===== config.mk =====
export PLATFORM = sky130hd
export DESIGN_NAME = cordic_gain_comp
export DESIGN_NICKNAME = d
export VERILOG_FILES = /design/src/rtl/cordic_pkg.sv /design/src/rtl/cordic_mul_rnd_sat.sv /design/src/rtl/cordic_gain_comp.sv
export SDC_FILE = /design/constraint.sdc
export NUM_CORES = 1
export LEC_CHECK = 0
export CORE_MARGIN = 8
export CORE_UTILIZATION = 25
export CTS_CLUSTER_SIZE = 40
export DETAILED_ROUTE_END_ITERATION = 12
export GPL_ROUTABILITY_DRIVEN = 0
export PLACE_DENSITY = 0.47
export RECOVER_POWER = 25
export SYNTH_ARGS = -nofsm -noshare
export SYNTH_HDL_FRONTEND = slang
export SYNTH_SLANG_ARGS = --single-unit

===== constraint.sdc =====
create_clock -name clk -period 4.55 [get_ports clk]
set_clock_uncertainty 0.05 [all_clocks]
set_input_delay 1.365 -clock clk [delete_from_list [all_inputs] [get_ports clk]]
set_output_delay 1.365 -clock clk [all_outputs]
set_load 0.03 [all_outputs]

===== src/rtl/cordic_pkg.sv =====
// Shared fixed-point constants for the CORDIC datapath.
// Samples are S1.12 and the gain coefficient is unsigned U1.12.
package cordic_pkg;

    // Q-format of samples and coefficient
    localparam int unsigned FRAC_BITS      = 12;
    localparam int unsigned ROUND_HALF     = 2048;   // 0.5 LSB after the shift
    localparam int unsigned K_WIDTH        = 13;     // unsigned U1.12 coefficient

    // CORDIC gain constants in U1.12
    localparam int unsigned K_COEF_DEFAULT = 2487;   // K    ~ 0.6073
    localparam int unsigned K_INV_GAIN     = 6745;   // 1/K  ~ 1.6468

    typedef logic [K_WIDTH-1:0] kcoef_t;

    // Product width: 2W, but never narrower than a signed W x unsigned
    // K_WIDTH product needs (W + K_WIDTH + 1 bits).
    function automatic int unsigned prod_width(input int unsigned w);
        int unsigned need;
        need = w + K_WIDTH + 1;
        return ((2 * w) > need) ? (2 * w) : need;
    endfunction

endpackage


===== src/rtl/cordic_mul_rnd_sat.sv =====
// Combinational multiply / round-half-up / saturate for one S1.12 lane.
// q_o = sat( (d_i * K_COEF + 0.5 LSB) >>> FRAC_BITS ), sat_o flags clipping.
module cordic_mul_rnd_sat
    import cordic_pkg::*;
#(
    parameter int unsigned K_COEF = K_COEF_DEFAULT,
    parameter int unsigned W      = 14
) (
    input  logic signed [W-1:0] d_i,
    output logic signed [W-1:0] q_o,
    output logic                sat_o
);

    localparam int unsigned PW = prod_width(W);

    localparam kcoef_t                K_VAL   = kcoef_t'(K_COEF);
    localparam logic signed [PW-1:0] RND_C   = PW'(ROUND_HALF);
    // Largest / smallest value representable in W signed bits, at PW width
    localparam logic signed [PW-1:0] SAT_MAX = {{(PW-W+1){1'b0}}, {(W-1){1'b1}}};
    localparam logic signed [PW-1:0] SAT_MIN = ~SAT_MAX;

    logic signed [PW-1:0] d_ext;
    logic signed [PW-1:0] k_ext;
    logic signed [PW-1:0] prod;
    logic signed [PW-1:0] rnd;
    logic signed [PW-1:0] shf;

    // Signed sample times zero-extended (unsigned) coefficient, then round and shift
    always_comb begin
        d_ext = {{(PW-W){d_i[W-1]}}, d_i};
        k_ext = {{(PW-K_WIDTH){1'b0}}, K_VAL};
        prod  = d_ext * k_ext;
        rnd   = prod + RND_C;
        shf   = rnd >>> FRAC_BITS;
    end

    // Clip the shifted result into the W-bit signed range
    always_comb begin
        sat_o = 1'b0;
        q_o   = shf[W-1:0];
        if (shf > SAT_MAX) begin
            q_o   = SAT_MAX[W-1:0];
            sat_o = 1'b1;
        end else if (shf < SAT_MIN) begin
            q_o   = SAT_MIN[W-1:0];
            sat_o = 1'b1;
        end
    end

endmodule


===== src/rtl/cordic_gain_comp.sv =====
// CORDIC gain compensation: scales the final X/Y micro-rotation outputs by
// K_COEF through a 2-stage valid/ready pipeline (S1 = input register,
// S2 = rounded/saturated product register) with a sticky saturation flag.
module cordic_gain_comp
    import cordic_pkg::*;
#(
    parameter int unsigned K_COEF = K_COEF_DEFAULT,
    parameter int unsigned W      = 14
) (
    input  logic                clk,
    input  logic                rst_n,
    input  logic                in_valid,
    output logic                in_ready,
    input  logic signed [W-1:0] X_in,
    input  logic signed [W-1:0] Y_in,
    output logic                out_valid,
    input  logic                out_ready,
    output logic signed [W-1:0] X_out,
    output logic signed [W-1:0] Y_out,
    output logic                sat_sticky,
    input  logic                sat_clr
);

    // Stage 1: raw samples
    logic                s1_valid_q, s1_valid_d;
    logic signed [W-1:0] s1_x_q, s1_x_d;
    logic signed [W-1:0] s1_y_q, s1_y_d;

    // Stage 2: compensated samples
    logic                s2_valid_q, s2_valid_d;
    logic signed [W-1:0] s2_x_q, s2_x_d;
    logic signed [W-1:0] s2_y_q, s2_y_d;

    logic                sticky_q, sticky_d;

    // Handshake controls
    logic                s2_adv;   // S2 may load this cycle
    logic                s1_move;  // S1 content moves into S2 this cycle
    logic                s1_adv;   // S1 may load this cycle

    // Lane results from the multipliers
    logic signed [W-1:0] mul_x, mul_y;
    logic                sat_x, sat_y;

    cordic_mul_rnd_sat #(
        .K_COEF (K_COEF),
        .W      (W)
    ) u_mul_x (
        .d_i   (s1_x_q),
        .q_o   (mul_x),
        .sat_o (sat_x)
    );

    cordic_mul_rnd_sat #(
        .K_COEF (K_COEF),
        .W      (W)
    ) u_mul_y (
        .d_i   (s1_y_q),
        .q_o   (mul_y),
        .sat_o (sat_y)
    );

    // A stage advances when it is empty or its successor takes its content.
    // in_ready depends only on stage state and out_ready, never on in_valid.
    always_comb begin
        s2_adv  = !s2_valid_q || out_ready;
        s1_move = s1_valid_q && s2_adv;
        s1_adv  = !s1_valid_q || s1_move;
    end

    // Next-state for both stages; data holds whenever its stage does not advance
    always_comb begin
        s1_valid_d = s1_valid_q;
        s1_x_d     = s1_x_q;
        s1_y_d     = s1_y_q;
        s2_valid_d = s2_valid_q;
        s2_x_d     = s2_x_q;
        s2_y_d     = s2_y_q;

        if (s1_adv) begin
            s1_valid_d = in_valid;
            if (in_valid) begin
                s1_x_d = X_in;
                s1_y_d = Y_in;
            end
        end

        if (s2_adv) begin
            s2_valid_d = s1_valid_q;
            if (s1_valid_q) begin
                s2_x_d = mul_x;
                s2_y_d = mul_y;
            end
        end
    end

    // Sticky flag: a saturating load into S2 wins over a simultaneous clear
    always_comb begin
        sticky_d = sticky_q;
        if (sat_clr) begin
            sticky_d = 1'b0;
        end
        if (s1_move && (sat_x || sat_y)) begin
            sticky_d = 1'b1;
        end
    end

    // State registers; reset empties both stages and drops in-flight samples
    always_ff @(posedge clk or negedge rst_n) begin
        if (!rst_n) begin
            s1_valid_q <= 1'b0;
            s1_x_q     <= '0;
            s1_y_q     <= '0;
            s2_valid_q <= 1'b0;
            s2_x_q     <= '0;
            s2_y_q     <= '0;
            sticky_q   <= 1'b0;
        end else begin
            s1_valid_q <= s1_valid_d;
            s1_x_q     <= s1_x_d;
            s1_y_q     <= s1_y_d;
            s2_valid_q <= s2_valid_d;
            s2_x_q     <= s2_x_d;
            s2_y_q     <= s2_y_d;
            sticky_q   <= sticky_d;
        end
    end

    assign in_ready   = s1_adv;
    assign out_valid  = s2_valid_q;
    assign X_out      = s2_x_q;
    assign Y_out      = s2_y_q;
    assign sat_sticky = sticky_q;

endmodule

==> results of run 1 <==
cells in the final DEF (no fill, tap or decap), drive strengths merged, types with 5 or more instances in the layout:
cell type and n:
xnor2 19, o22a 8, buf 177, clkdlybuf4s50 61, a21oi 31, nor2b 7
nand4 6, ha 195, and3 7, o21ai 24, nand2b 5, clkbuf 10
nand2 33, dfrtp 59, nand3 7, fa 135, mux2 28, a31oi 10
a21o 10, xor2 25, a211oi 5, inv 169, nor2 20
worst reg2reg max path, cell delays in order (launching register included):
cell and delay (ps):
dfrtp_2 460, ha_4 280, inv_2 30, fa_1 490, inv_2 40, fa_1 480, fa_1 560, fa_1 430
fa_1 490, ha_4 310, nand4_1 130, nor2b_4 180, a211oi_4 100, o21bai_2 220, nand3_2 120, a31oi_4 240
nand2b_4 220, o22a_1 150
kinds of logic after synthesis:
family | Yosys count | share of synthesized area, %
AO/OA/AOI/OAI | 109 | 8.44
flip-flops | 59 | 15.9
adder cells (fa/ha/maj) | 330 | 55.3
XOR/XNOR | 44 | 4.14
AND/OR/NAND/NOR | 99 | 5.34
multiplexers | 31 | 3.71
buffers and inverters | 175 | 7.17
layer usage:
metal	wire, µm	track usage, %
met1	13500	18.5
met2	10100	17.1
met3	1010	2.56
met4	255	2.36
met5	0	0
final timing paths:
check | start | to | slack (ps) | depth (start not counted)
max | s1_x_q[7]$_DFFE_PN0P_ | X_out[6]$_DFFE_PN0P_ | -500 | 17
min | Y_out[4]$_DFFE_PN0P_ | Y_out[4]$_DFFE_PN0P_ | 430 | 2
max reg2reg | s1_x_q[7]$_DFFE_PN0P_ | X_out[6]$_DFFE_PN0P_ | -500 | 17
min reg2reg | Y_out[4]$_DFFE_PN0P_ | Y_out[4]$_DFFE_PN0P_ | 430 | 2
max in group asynchronous | rst_n | s1_y_q[11]$_DFFE_PN0P_ | 990 | 1
min in group asynchronous | rst_n | s1_x_q[8]$_DFFE_PN0P_ | 1770 | 1
registers in the layout (all words and copies together), names as in the netlist:
name / flops
X_out: 14
Y_out: 14
out_valid: 1
s1_valid_q: 1
s1_x_q: 14
s1_y_q: 14
sat_sticky: 1
cell type report:
class | instances | share of cell area [%]
repair buffers | 240 | 15.1
diodes | 1 | 0.0191
clock inverters | 7 | 0.773
well taps | 468 | 4.47
clock buffers | 9 | 1.72
inverters | 168 | 4.83
flip-flops and latches | 59 | 11.5
multi-input cells | 613 | 61.6
cells in the mapped netlist, types with 10 or more instances:
cell type  count
a21o_1        10
a21oi_1       30
dfrtp_1       59
fa_1         135
ha_1         195
inv_1        167
mux2_2        28
nand2_1       33
nor2_1        19
o21ai_1       14
xnor2_1       19
xor2_1        25
stage by stage:
stage,std cells,setup slack [ps],util [%]
after floorplan,847,-226,-
after global placement,1535,-555,33.0
after detailed placement,1535,-643,33.0
after CTS,1560,-459,34.9
after global routing,1564,-675,35.8
final,1565,-497,35.8
what timing repair did:
action,CTS,global route
setup endpoints to repair,29,29
hold buffers,0,0
pin swaps,69,52
buffers inserted,9,4
gates resized for setup,56,48
==> results_dict.tcl, run 1 <==
set metrics [dict create \
    synth_nets 1210 \
    max_freq_ghz 0.198 \
    io_buffers 63 \
    fin_crit_ps 5050 \
    io_pins 64 \
    cp.required_ps 4790 \
    max-slew-margin-rel_pct -73.6 \
    fillCellCount 3685 \
    ys_dominant_reg_cell "dfrtp_1" \
    place_area_um2 12100 \
    syn_area_um2 9300 \
    cp_max_fo 6 \
    cts_sinks 59 \
    tns_ps -11380 \
    avgSynthCellArea_um2 11.0 \
    area.sequential_um2 1500 \
    hpwl_um 21200 \
    rsz0062_at_grt "true" \
    synth-seq-area-share_pct 15.9 \
    htreeDepth 3 \
    drt_iter0_drc 191 \
    finalSetupViolations 29 \
    synth_cell_types 57 \
    setup_ws_ps -497 \
    die_h_um 209 \
    yosys.area.top_type "fa_1" \
    viasPerCell 4.27 \
    grt_pass1_wl_um 41600 \
    synthTopCellsByArea "fa_1 29%, ha_1 26%, dfrtp_1 16%, inv_1 6.7%, mux2_2 3.4%" \
    die-area_um2 43600 \
    path_buf_inv 2 \
    tightestPinTransition_ps 2600 \
    hold_class "reg -> reg" \
    syn2layout_area_growth_pct 40.9 \
    yosysWarnings 0 \
    crit_type "reg -> reg" \
    drc 0 \
    wl_per_cell_um 15.9 \
    fin_area_um2 13100 \
    grt_overflow 0 \
    finalNetCount 1454 \
    grt_pass1_vias 7510 \
    endpoint_kind "flip-flop" \
    core_um2 36600 \
    yosysTopAreaCellShare_pct 29.1 \
    rows 70 \
    initial_utilization_pct 25.4 \
    finalHoldViolCount 0 \
    start_kind "flip-flop" \
    slowest_delay_ps 560 \
    drive_above_1_share_pct 34.5 \
    dr.pass1.iters 4 \
    finalCritPeriodShare_pct 111 \
    vias 6687 \
    insertion_delay_ps 350 \
    violations "max-capacitance violations, max-slew violations, negative setup slack" \
    grt_usage_pct 12.1 \
    chipWidth_um 209 \
    ys_ff_latch 59 \
    ys_async_sr_fraction_pct 100 \
    grt_max_degree 39 \
    outcome "complete, but fails checks" \
    antenna_found_initial 0 \
    critPathSlowestCell "fa_1" \
    cpMostUsedCell "fa_1" \
    wl_um 24900 \
    cp_top_family "adder cells" \
    syn-instance-count 847 \
    cp_data_arrival_time_ps 5290 \
    timing.hold.ws_ps 429 \
    path_clk_slew_ps 60 \
    synth_edf_count 0 \
    multi_input_area_um2 8080 \
    clk_path_buf_depth 2 \
    crit_chain "ha_4, inv_2, fa_1, inv_2, fa_1, fa_1, fa_1, fa_1, ha_4, nand4_1, nor2b_4, a211oi_4, o21bai_2, nand3_2, a31oi_4, nand2b_4, o22a_1" \
    clockRootBuffer "clkbuf_16" \
    cts_tree "yes" \
    cap_viol_max_count 1 \
    cts_buffers 9 \
    report.final.slew_viol_count 39 \
    postRouteAntennaNets 0 \
]
Power of run 1 is left out: the tool's default activity adds up to more than one toggle a clock period on the data nets, which glitch-free logic cannot reach.
==> run 2, diff against run 1 <==
--- a/config.mk
+++ b/config.mk
@@ -6,11 +6,11 @@
 export NUM_CORES = 1
 export LEC_CHECK = 0
 export CORE_MARGIN = 8
-export CORE_UTILIZATION = 25
+export CORE_UTILIZATION = 54
 export CTS_CLUSTER_SIZE = 40
 export DETAILED_ROUTE_END_ITERATION = 12
 export GPL_ROUTABILITY_DRIVEN = 0
-export PLACE_DENSITY = 0.47
+export PLACE_DENSITY = 0.82
 export RECOVER_POWER = 25
 export SYNTH_ARGS = -nofsm -noshare
 export SYNTH_HDL_FRONTEND = slang
==> run 2 against run 1 <==
  * First-iteration DRC count up 120%
  * The run still ends with max-capacitance violations, max-slew violations, negative setup slack left
  * Critical path depth unchanged
  * Register-to-register slack worse by 60 ps
  * Maximum frequency down 1.1%
  * Via count up 9.2%
  * Worst hold slack worse by 4.6 ps
  * Sequential share of layout area up 0.44 points
  * Cell count down 16%
  * Die area down 50%
  * Setup slack worse by 56 ps
==> results_dict.tcl, run 2 (synthesized netlist as in run 1, its figures left out) <==
set metrics [dict create \
    cp_max_fo 6 \
    finalSetupViolations 29 \
    grt_max_degree 60 \
    violations "max-capacitance violations, max-slew violations, negative setup slack" \
    wl_um 26800 \
    finalNetCount 1448 \
    cp.required_ps 4770 \
    tns_ps -13460 \
    final_cells 1315 \
    initial_utilization_pct 54.5 \
    core_um2 17100 \
    wl_per_cell_um 20.4 \
    cp_data_arrival_time_ps 5320 \
    fin_area_um2 12600 \
    outcome "complete, but fails checks" \
    cts_buffers 9 \
    diodes 0 \
    final_common_cell "buf_4" \
    rows 48 \
    crit_type "reg -> reg" \
    drc 0 \
    max_freq_ghz 0.196 \
    start_kind "flip-flop" \
    syn2layout_area_growth_pct 35.4 \
    dpl.cell_count 1277 \
    timing.hold.ws_ps 424 \
    rsz0062_at_grt "true" \
    clk_path_buf_depth 2 \
    io_buffers 63 \
    die_h_um 147 \
    cap_viol_max_count 1 \
    finalCritPeriodShare_pct 112 \
    die-area_um2 21700 \
    io_pins 64 \
    grt_pass1_wl_um 42900 \
    drt_iter0_drc 426 \
    cts_tree "yes" \
    viasPerCell 5.55 \
    htreeDepth 3 \
    grt_overflow 0 \
    report.final.slew_viol_count 60 \
    mostFrequentLayoutCells "161 x buf_4, 154 x inv_1, 154 x ha_1" \
    fin_crit_ps 5100 \
    grt_usage_pct 24.9 \
    dr.pass1.iters 5 \
    clockRootBuffer "clkbuf_16" \
    cts_sinks 59 \
    hold_class "reg -> reg" \
    postRouteAntennaNets 0 \
    max-slew-margin-rel_pct -11.0 \
    chipWidth_um 147 \
    insertion_delay_ps 350 \
    path_clk_slew_ps 50 \
    finalHoldViolCount 0 \
    vias 7299 \
    grt_pass1_vias 8279 \
    setup_ws_ps -553 \
    drive_above_1_share_pct 33.1 \
    postCtsHoldBufs 0 \
    tightestPinTransition_ps 1670 \
    endpoint_kind "flip-flop" \
    antenna_found_initial 0 \
    place_area_um2 11700 \
    hpwl_um 19400 \
]
## run 2: metal layers
layer	track usage [%]	part of all wire (%)	wire length (µm)
met2	41.1	49	13200
met4	11.3	4.6	1230
met5	0	0	0
met3	4.52	5.4	1450
met1	31.3	41	11000
## run 2: stage by stage
step | util (%) | setup slack [ps]
floorplan | - | -226
finish | 73.8 | -553
CTS | 72.3 | -504
global placement | 68.4 | -471
detailed placement | 68.4 | -599
global route | 73.8 | -713
## run 2: area by class of cell
type	count	area, µm²
multi-input cells	613	7970
fillers	1032	4470
repair buffers	234	1940
flip-flops and latches	59	1500
inverters	168	639
well taps	225	282
clock buffers	11	233
clock inverters	5	30.0
## run 2: worst paths after layout
| kind | from | cells after the start | slack [ps] | to |
|---|---|---|---|---|
| max | s1_x_q[9]$_DFFE_PN0P_ | 17 | -550 | X_out[7]$_DFFE_PN0P_ |
| min | Y_out[4]$_DFFE_PN0P_ | 2 | 420 | Y_out[4]$_DFFE_PN0P_ |
| max reg2reg | s1_x_q[9]$_DFFE_PN0P_ | 17 | -550 | X_out[7]$_DFFE_PN0P_ |
| min reg2reg | Y_out[4]$_DFFE_PN0P_ | 2 | 420 | Y_out[4]$_DFFE_PN0P_ |
| max in group asynchronous | rst_n | 2 | 1850 | s1_y_q[7]$_DFFE_PN0P_ |
| min in group asynchronous | rst_n | 2 | 1440 | s1_x_q[7]$_DFFE_PN0P_ |
## run 2: timing repair
action | in CTS | in global routing
endpoints found under the setup margin | 29 | 29
gates resized for setup | 63 | 33
pin swaps | 51 | 22
setup buffers | 18 | 7
## run 2: critical path: stages, from the launching register on
cell	delay, ps
dfrtp_2	460
ha_4	280
inv_2	30
fa_1	500
inv_2	50
fa_1	520
fa_1	430
fa_1	520
fa_1	460
ha_4	310
nand4_1	160
nor2b_4	200
a211oi_4	110
o21bai_2	210
nand3_2	120
a31oi_4	230
nand2b_4	210
o22a_1	170
Power of run 2 is left out for the same reason.
==> run 3, diff against run 2 <==
--- a/config.mk
+++ b/config.mk
@@ -12,6 +12,7 @@
 export GPL_ROUTABILITY_DRIVEN = 0
 export PLACE_DENSITY = 0.82
 export RECOVER_POWER = 25
+export SKIP_CTS_REPAIR_TIMING = 1
 export SYNTH_ARGS = -nofsm -noshare
 export SYNTH_HDL_FRONTEND = slang
 export SYNTH_SLANG_ARGS = --single-unit
==> run 3 against run 2 <==
  * The flow still finishes with violations (max-capacitance violations, max-slew violations, negative setup slack)
  * Core utilization increased by 0.50 points
  * Die area unchanged
  * First-iteration DRC count increased by 13%
  * Maximum frequency decreased by 3.0%
  * Setup slack got worse by 160 ps
  * Non-clock buffer count unchanged
  * Register-to-register slack got worse by 160 ps
  * Highest routed layer unchanged
==> results_dict.tcl, run 3 (synthesized netlist as in run 1, its figures left out) <==
set metrics [dict create \
    initial_utilization_pct 54.5 \
    chipWidth_um 147 \
    start_kind "flip-flop" \
    postRouteAntennaNets 0 \
    r2r_start "s1_x_q[7]$_DFFE_PN0P_" \
    finalHoldViolCount 0 \
    vias 7413 \
    path_clk_slew_ps 60 \
    final_common_cell "buf_4" \
    finalCritPeriodShare_pct 116 \
    grt_max_degree 60 \
    hold_end "Y_out[4]$_DFFE_PN0P_" \
    cp_max_fo 6 \
    final_util_pct 74.3 \
    setup_ws_ps -712 \
    grt_pass1_vias 7874 \
    r2r_end "X_out[11]$_DFFE_PN0P_" \
    hold_class "reg -> reg" \
    min_path_cells 2 \
    core_um2 17100 \
    reg2reg_depth 18 \
    grt_use_met3_pct 4.68 \
    crit_type "reg -> reg" \
    wl_per_cell_um 21.1 \
    grt-busiest-layer "met2" \
    finalSetupViolations 29 \
    cap_viol_max_count 1 \
    drc 0 \
    tightestPinTransition_ps 1650 \
    place_area_um2 11700 \
    hpwl_um 19400 \
    antenna_found_initial 0 \
    io_buffers 63 \
    met2_usage_pct 37.2 \
    max_freq_ghz 0.190 \
    post-place-ws_ps -599 \
    die_h_um 147 \
    mostFrequentLayoutCells "166 x buf_4, 154 x inv_1, 147 x ha_1" \
    max-slew-margin-rel_pct -10.2 \
    outcome "complete, but fails checks" \
    drive_above_1_share_pct 33.3 \
    violations "max-capacitance violations, max-slew violations, negative setup slack" \
    worstHoldStart "Y_out[4]$_DFFE_PN0P_" \
    clockRootBuffer "clkbuf_16" \
    grt_usage_pct 22.4 \
    cp.required_ps 4710 \
    wl_um 27800 \
    endpoint_kind "flip-flop" \
    rsz0062_at_grt "true" \
    grt_pass1_wl_um 38900 \
    dr.pass1.iters 5 \
    fin_crit_ps 5260 \
    io_pins 64 \
    die-area_um2 21700 \
    syn2layout_area_growth_pct 36.3 \
    reg2reg_setup_slack_ps -710 \
    viasPerCell 5.64 \
    cp_data_arrival_time_ps 5420 \
    clk_path_buf_depth 2 \
    cts_tree "yes" \
    grt_overflow 0 \
    report.final.slew_viol_count 60 \
    diodes 0 \
    rows 48 \
    cts_buffers 9 \
    finalNetCount 1448 \
    cts_sinks 59 \
    drt_iter0_drc 481 \
    use_met1_pct 28.3 \
    insertion_delay_ps 340 \
    htreeDepth 3 \
    fin_area_um2 12700 \
]
## run 3: metrics by stage
| step | hold WS [ps] | setup TNS [ps] | std cells |
|---|---|---|---|
| final | 420 | -17660 | 1315 |
| after global routing | 446 | -21760 | 1315 |
| after CTS | 417 | -14770 | 1293 |
| after detailed placement | 405 | -13690 | 1277 |
| after global placement | 400 | -9980 | 1277 |
| after floorplan | 421 | -3630 | 847 |
## run 3: how the worst max path moves through the flow
stage | from | to | cells past startpoint
finish | s1_x_q[7]$_DFFE_PN0P_ | X_out[11]$_DFFE_PN0P_ | 18
global route | s1_x_q[7]$_DFFE_PN0P_ | X_out[11]$_DFFE_PN0P_ | 18
CTS | s1_y_q[5]$_DFFE_PN0P_ | Y_out[10]$_DFFE_PN0P_ | 17
detailed placement | s1_y_q[6]$_DFFE_PN0P_ | Y_out[10]$_DFFE_PN0P_ | 17
global placement | s1_y_q[5]$_DFFE_PN0P_ | Y_out[10]$_DFFE_PN0P_ | 17
floorplan | s1_y_q[13]$_DFFE_PN0P_ | Y_out[10]$_DFFE_PN0P_ | 16
## run 3: layout make-up
class                           count  area [µm²]
Inverter                          168         633
Clock buffer                       11         233
Sequential cell                    59        1500
Multi-Input combinational cell    613        8070
Tap cell                          225         282
Timing Repair Buffer              234        1930
Clock inverter                      5        30.0
Fill cell                         988        4380
## run 3: per-layer routing
layer | share of wire [%] | wire length [µm] | up-vias
li1 | - | - | 3267
met1 | 41 | 11300 | 3747
met2 | 50 | 13800 | 306
met3 | 5.7 | 1580 | 93
met4 | 4.1 | 1150 | 0
met5 | 0 | 0 | -
## run 3: critical path: stages, from the launching register on
cell	delay [ps]
dfrtp_2	490
ha_4	290
inv_2	30
fa_1	490
inv_1	60
fa_1	500
fa_1	440
fa_1	510
fa_1	520
ha_4	320
nand4_1	160
nor2b_4	210
a211oi_4	110
o31ai_4	310
buf_12	170
a31oi_4	100
o21ai_2	150
xnor2_1	130
o21ai_1	80
Power of run 3 is left out for the same reason.
